<file path="src/rtl/param_regfile_pkg.sv">
// Shared defaults for the parametrised register file.
// Widths, default reset image and read-mode selectors.
package param_regfile_pkg;

    localparam int REGF_WIDTH      = 8;
    localparam int REGF_DEPTH      = 16;
    localparam int REGF_ADDR_W     = 4;
    localparam int REGF_NUM_EXPORT = 4;

    // reg3 = 8'h08, reg2 = 8'h21, everything else zero
    localparam logic [REGF_DEPTH*REGF_WIDTH-1:0] REGF_DEF_RESET_VALS =
        {{(REGF_DEPTH-4){8'h00}}, 8'h08, 8'h21, 8'h00, 8'h00};

    localparam bit REGF_RD_OLD = 1'b0;
    localparam bit REGF_RD_NEW = 1'b1;

endpackage

</file>
<file path="src/rtl/param_regfile.sv">
// Parametrised register file with reset image, read-only mask,
// registered read/valid/error pulses, soft clear and update strobes.
module param_regfile
    import param_regfile_pkg::*;
#(
    parameter int WIDTH      = REGF_WIDTH,
    parameter int DEPTH      = REGF_DEPTH,
    parameter int ADDR_W     = REGF_ADDR_W,
    parameter int NUM_EXPORT = REGF_NUM_EXPORT,
    parameter logic [DEPTH*WIDTH-1:0] RESET_VALS =
        (DEPTH*WIDTH)'(REGF_DEF_RESET_VALS),
    parameter logic [DEPTH-1:0] RO_MASK = '0,
    parameter bit RD_MODE = REGF_RD_OLD
) (
    input  logic                        i_clk,
    input  logic                        i_rst,
    input  logic [WIDTH-1:0]            i_data,
    input  logic [ADDR_W-1:0]           i_add,
    input  logic                        i_en_w,
    input  logic                        i_en_r,
    input  logic                        i_clr,
    output logic [WIDTH-1:0]            o_data,
    output logic                        o_valid,
    output logic                        o_rd_err,
    output logic                        o_wr_err,
    output logic [NUM_EXPORT*WIDTH-1:0] o_regs,
    output logic [NUM_EXPORT-1:0]       o_upd
);

    logic [WIDTH-1:0]      mem_q [DEPTH];
    logic [WIDTH-1:0]      mem_d [DEPTH];
    logic [WIDTH-1:0]      data_q, data_d;
    logic                  valid_q, valid_d;
    logic                  rd_err_q, rd_err_d;
    logic                  wr_err_q, wr_err_d;
    logic [NUM_EXPORT-1:0] upd_q, upd_d;
    logic                  wr_ok;
    logic                  rd_ok;
    logic [WIDTH-1:0]      rd_word;

    function automatic logic in_range(input logic [ADDR_W-1:0] a);
        return int'(a) < DEPTH;
    endfunction

    function automatic logic wr_accept(
        input logic [ADDR_W-1:0] a,
        input logic              en,
        input logic              clr
    );
        return en && !clr && in_range(a) && !RO_MASK[a];
    endfunction

    always_comb begin
        wr_ok = wr_accept(i_add, i_en_w, i_clr);
        rd_ok = in_range(i_add);

        mem_d = mem_q;
        if (i_clr) begin
            for (int k = 0; k < DEPTH; k++) begin
                mem_d[k] = RESET_VALS[k*WIDTH +: WIDTH];
            end
        end else if (wr_ok) begin
            mem_d[i_add] = i_data;
        end

        // wr_ok is already false under clear, so bypass never applies there
        rd_word = '0;
        if (rd_ok) begin
            if (RD_MODE == REGF_RD_NEW && wr_ok) begin
                rd_word = i_data;
            end else begin
                rd_word = mem_q[i_add];
            end
        end

        data_d   = i_en_r ? rd_word : data_q;
        valid_d  = i_en_r;
        rd_err_d = i_en_r && !rd_ok;
        wr_err_d = i_en_w && !i_clr && !wr_ok;

        upd_d = '0;
        for (int k = 0; k < NUM_EXPORT; k++) begin
            upd_d[k] = !RO_MASK[k] &&
                       (i_clr || (wr_ok && int'(i_add) == k));
        end
    end

    always_ff @(posedge i_clk or negedge i_rst) begin
        if (!i_rst) begin
            for (int k = 0; k < DEPTH; k++) begin
                mem_q[k] <= RESET_VALS[k*WIDTH +: WIDTH];
            end
            data_q   <= '0;
            valid_q  <= 1'b0;
            rd_err_q <= 1'b0;
            wr_err_q <= 1'b0;
            upd_q    <= '0;
        end else begin
            mem_q    <= mem_d;
            data_q   <= data_d;
            valid_q  <= valid_d;
            rd_err_q <= rd_err_d;
            wr_err_q <= wr_err_d;
            upd_q    <= upd_d;
        end
    end

    for (genvar g = 0; g < NUM_EXPORT; g++) begin : g_exp
        assign o_regs[g*WIDTH +: WIDTH] = mem_q[g];
    end

    assign o_data   = data_q;
    assign o_valid  = valid_q;
    assign o_rd_err = rd_err_q;
    assign o_wr_err = wr_err_q;
    assign o_upd    = upd_q;

endmodule

</file>
<file path="config.mk">
export PLATFORM = sky130hd
export DESIGN_NAME = param_regfile
export DESIGN_NICKNAME = d
export VERILOG_FILES = /design/src/rtl/param_regfile_pkg.sv /design/src/rtl/param_regfile.sv
export SDC_FILE = /design/constraint.sdc
export NUM_CORES = 1
export LEC_CHECK = 0
export BUFFER_PORTS_ARGS = -buffer_cell sky130_fd_sc_hd__buf_4
export CELL_PAD_IN_SITES_DETAIL_PLACEMENT = 1
export CELL_PAD_IN_SITES_GLOBAL_PLACEMENT = 1
export CORE_MARGIN = 2
export CORE_UTILIZATION = 40
export DETAILED_ROUTE_END_ITERATION = 12
export HOLD_SLACK_MARGIN = 0.03
export PLACE_DENSITY_LB_ADDON = 0.1
export SLEW_MARGIN = 10
export SYNTH_ARGS = -nofsm -noshare
export SYNTH_HDL_FRONTEND = slang
export SYNTH_SLANG_ARGS = --single-unit
export TNS_END_PERCENT = 50
</file>
<file path="constraint.sdc">
create_clock -name i_clk -period 4.6 [get_ports i_clk]
set_input_delay 0.92 -clock i_clk [delete_from_list [all_inputs] [get_ports i_clk]]
set_output_delay 0.92 -clock i_clk [all_outputs]
set_load 0.03 [all_outputs]
</file>
# --- Word level (Yosys, flattened, before mapping) ---
# Memories as Yosys holds them, arrays and structs flattened.
# Index checks and enable logic that the tools add are counted.
totals:
  register_bits: 142
  latch_bits: 0
  ram_bits: 0
  mem_bits_ro: 16
  inputBits: 17
  out_inout_bits: 47
  elab_cells: 54
  n_memories: 1
op_classes:
  add_sub_neg: 0
  multipliers: 0
  div_mod_pow: 0
  n_lt_le_gt_ge: 3
  eq_ne: 3
  shift: 0
  mux: 9
  bitwise: 1
  reduce_logical: 17
memory_table:
  columns: ["name", "depth", "word_bits", "rd", "rd_ports_with_merged_regs", "wr", "line_no", "source"]
  rows:
  - ["(no name shown)", 16, 1, 1, 0, 0, "param_regfile.sv:50", "return en && !clr && in_range(a) && !RO_MASK[a];"]
op_table:
  columns: ["cell", "count"]
  rows:
  - ["$mux 128", 2]
  - ["$bwmux 128", 1]
  - ["$bmux 8 s4", 1]
  - ["$demux 8 s4", 1]
  - ["$mux 8", 3]
  - ["$eq 4x3->1 const B", 2]
  - ["$logic_and 1x1->1", 8]
  - ["$ge 5x5->1 const B", 1]
  - ["$lt 4x5->1 const B", 1]
  - ["$lt 5x1->1 const B", 1]
  - ["$not 4->5", 1]
  - ["$eq 4x2->1 const B", 1]
  - ["$logic_not 4->1", 1]
  - ["$logic_or 1x1->1", 4]
  - ["$logic_not 1->1", 3]
  - ["$reduce_bool 2->1", 1]
  - ["$mux 1", 1]

# --- Logic depth before layout (Yosys ltp) ---
logic_depth:
  depth_word: 8
  depth_mapped: 7
  depth_no_buf: 4

# --- Least setup slack after synthesis ---
# Ideal clock, no wire load.
synth_path:
  path_type: "input to register"
  start: "in i_add[1]"
  end: "reg data_q[5] (netlist: o_data[5])"
  setup_time_ns: 0.126
  t_arrival_ns: 2.178
  required_ns: 4.474
  slack_ns: 2.296
  cell_stages: 6
  path_buffers: 3
  path_cell_list: "clkbuf_1 > buf_2 > buf_2 > mux2i_1 > o221ai_1 > o32a_1"
synth_via:
  elab_chain_cells: 4
synth_lines:
  columns: ["element", "line_no", "source"]
  rows:
  - ["start, declared", "param_regfile.sv:18", "input logic [ADDR_W-1:0] i_add,"]
  - ["$not 4->5 (implied by the code)", "param_regfile.sv:72", "rd_word = mem_q[i_add];"]
  - ["$bmux 8 s4", "param_regfile.sv:72", null]
  - ["$mux 8 (implied by the code) (2 in a row)", "param_regfile.sv:72", null]
  - ["end signal, assigned", "param_regfile.sv:100", "data_q <= data_d;"]
  - ["end, declared", "param_regfile.sv:32", "logic [WIDTH-1:0] data_q, data_d;"]
# Every way passes these cells. The select of a mux whose other input is x is not followed.
# A chain may end at the register's enable or synchronous reset.

# --- Worst setup path after layout ---
layout_path:
  start: "in i_add[0]"
  end: "reg mem_q, in the netlist o_regs[18]"
layout_via:
  elab_chain_cells: 8
  word_cells_on_any_way: 14
  classes_between: "order compare: 2; mux: 6; bitwise: 1; reduce/logical: 4; memory: 1"
layout_lines:
  columns: ["element", "line_no", "source"]
  rows:
  - ["$not 4->5 (implied by the code)", "param_regfile.sv:63", "mem_d[i_add] = i_data;"]
  - ["$ge 5x5->1 (implied by the code) / $lt 5x1->1 (equally long branches)", "param_regfile.sv:63", null]
  - ["$logic_and 1x1->1 (implied by the code)", "param_regfile.sv:63", null]
  - ["$mux 8 (implied by the code)", "param_regfile.sv:63", null]
  - ["$demux 8 s4", "param_regfile.sv:63", null]
  - ["$bwmux 128", "param_regfile.sv:63", null]
  - ["$mux 128", "param_regfile.sv:62", "end else if (wr_ok) begin"]
  - ["$mux 128", "param_regfile.sv:58", "if (i_clr) begin"]
  - ["end signal, assigned by index", "param_regfile.sv:91", "mem_q[k] <= RESET_VALS[k*WIDTH +: WIDTH];"]
  - ["end signal, assigned", "param_regfile.sv:99", "mem_q <= mem_d;"]
  - ["end, declared", "param_regfile.sv:30", "logic [WIDTH-1:0] mem_q [DEPTH];"]
# Parallel ways exist; a longest one is shown, timed or not. The select of a mux whose other input is x is not followed.

==> results.cfg <==
[status]
status = finished, final reports clean

[worst_hold_path]
holdPathEnd = o_regs[16]
hp-class = reg2reg
hold_depth = 2
min_from = o_regs[16]

[run]
drv_cap = 0

[yosys]
seq_area_frac_synth = 0.500
synth_top_area_cell = dfrtp_1
syn-instance-count = 727
syn_area_um2 = 7060
synth_cell_types = 26
synth_area_leaders = dfrtp_1 49%, mux2i_1 9.1%, a21oi_1 7.2%
synth_seq_cells = 141
yosys_warnings = 0
synth_top_area_frac = 0.489
syn_area_per_cell_um2 = 9.71

[critical_path]
cp-end-kind = flip-flop
ff2ff_path_depth = 4
cp_max_fo = 30
start_kind = input pin
critical_path_class = in2reg
r2r-end = o_data[7]
r2r_start = mem_q[87]
cp.arrival_ps = 2970
ff2ff_setup_slack_ps = 2930
required_ps = 4940

[routing]
drt_pre_antenna_iters = 5
detail_route.vias_per_cell = 5.89
wl_um = 22900
first_iter_violations = 409
vias = 5667
ant_nets = 0
drcViolationCount = 0
wl_per_cell_um = 23.9

[clock_network]
cts_hold_buffers = 0
ctsRootBufferMaster = clkbuf_16
clock-sinks = 141
cts_tree = done
post_cts_resized = 0
numCtsBuffers = 17
post_cts_buffers = 0
clk_pin_slew_ps = 60
cts-htree-levels = 4
clockBufferDepth = 2
clkLatencyLatePin_ps = 430

[place]
hpwl_um = 14300
pre_cts_slack_ps = 1590
post-place-cells = 931
numPortBuffers = 61
gp_congestion = 0.801

[timing]
slew_violations = 0
finalCritPeriodShare = 0.572
fin_skew_ps = 7.31
worst_slew_pin_slew_ps = 1280
rsz0062_at_grt = false
setup_viol = 0
layout_setup_ws_ps = 1970
finalHoldViolCount = 0
fin_crit_ps = 2630
fin_tns_setup_ps = 0
slew_headroom = 0.150
fmax_mhz = 380

[cells_and_area]
drive_above_1_share = 0.161
fin_nets = 742
diodes = 0
stdcell_count = 962
syn2layout_area_growth_pct = 13.5

[die]
core-area_um2 = 17300
fp-row-count = 48
die_width_um = 137
io_pins = 64
initial_utilization = 0.408
dieArea_um2 = 18700
dieHeight_um = 137

[global_routing]
antenna_found_initial = 0
overflow = 0
grt_pass1_vias = 5956
grt_max_degree = 113
grt.total_usage = 0.259
grt_pass1_wl_um = 35600

[pwr]
powerDensity_nw_per_um2 = 382
p_total_mw = 3.06
peakVddDrop_v = 0.000273
p_leak_nw = 3.62
==> registers in the layout (all words and copies together) (netlist names) <==
| name | cells |
|---|---|
| o_regs | 32 |
| mem_q | 96 |
| o_upd | 4 |
| o_valid | 1 |
| o_data | 8 |
==> cell usage after synthesis <==
master      n
dfrtp_1   138
nand3_1    18
o22a_1      8
mux2i_1    64
o32a_1      8
or3_1       3
mux4_1      7
nor2_1     50
mux4_2      9
nor3_1      2
nor3b_1     1
dfstp_2     3
buf_6       1
buf_4      35
buf_2      13
nand3_2     1
nor2b_1     1
nand2b_1    6
o21ai_0    72
buf_12      1
nand2_1   124
nand3b_1    6
o221ai_1    8
clkbuf_1   46
conb_1      1
a21oi_1   101
==> report_power, final <==
group          internal [mW]  leakage, nW  total, mW  switching [mW]
combinational         0.0725         1.37      0.263           0.190
sequential              1.26         1.93       1.28          0.0170
clock                  0.967        0.315       1.52           0.551
==> critical path: stages <==
cell      delay [ps]
buf_4            250
nand3b_1         400
buf_4            320
nor3_1           730
nand2_1          150
a21oi_1          180
==> worst max-delay path by stage <==
stage	slack [ps]	endpoint	startpoint	depth (start not counted)
after floorplan	2300	o_data[5]	i_add[1]	6
after CTS	2040	o_regs[18]	i_add[0]	6
after detailed placement	1590	o_regs[18]	i_add[0]	6
after global routing	1760	o_regs[18]	i_add[0]	6
final	1970	o_regs[18]	i_add[0]	6
after global placement	1690	o_regs[18]	i_add[0]	6
==> cell usage in the layout (no fill, tap or decap), types with 2 or more instances in the layout <==
cell type,netlist,routed
conb_1,1,2
mux2i_1,64,64
a21oi_1,101,101
or3_1,3,3
nand2b_1,6,6
o32a_1,8,8
nand3b_1,6,6
nand2_1,124,124
nor3_1,2,2
bufinv_16,0,5
o221ai_1,8,8
o22a_1,8,8
buf_4,35,73
nor2_1,50,50
mux4_1,7,7
mux4_2,9,9
clkbuf_16,0,17
dfrtp_1,138,138
dfstp_2,3,3
clkinv_2,0,6
o21ai_0,72,72
nand3_1,18,18
==> layout make-up <==
type / count / area, µm²
Clock buffer: 18 / 439
Sequential cell: 141 / 3530
Timing Repair Buffer: 74 / 559
Fill cell: 1943 / 9280
Clock inverter: 13 / 196
Multi-Input combinational cell: 491 / 3000
Tap cell: 225 / 282
==> logic make-up after synthesis <==
kind of cell           count (synthesis)  share of synthesized area
other                                  1                   0.000531
DFF                                  141                      0.500
buffers and inverters                 96                     0.0753
muxes                                 80                      0.146
AOI/OAI and AO/OA                    197                      0.154
and+or+nand+nor                      212                      0.124
==> through the flow <==
step | utilization | cell area, µm² | hold WS [ps]
after floorplan | - | 7060 | 470
after global placement | 0.427 | 7380 | 488
after detailed placement | 0.427 | 7380 | 495
after CTS | 0.463 | 8010 | 504
after global routing | 0.463 | 8010 | 527
final | 0.463 | 8010 | 501
==> metal layers <==
metal	track usage	share of wire
met5	0	0
met3	0.0493	0.046
met4	0.0882	0.021
met1	0.348	0.45
met2	0.420	0.49
No activity file was read; power rests on OpenSTA's default activity.
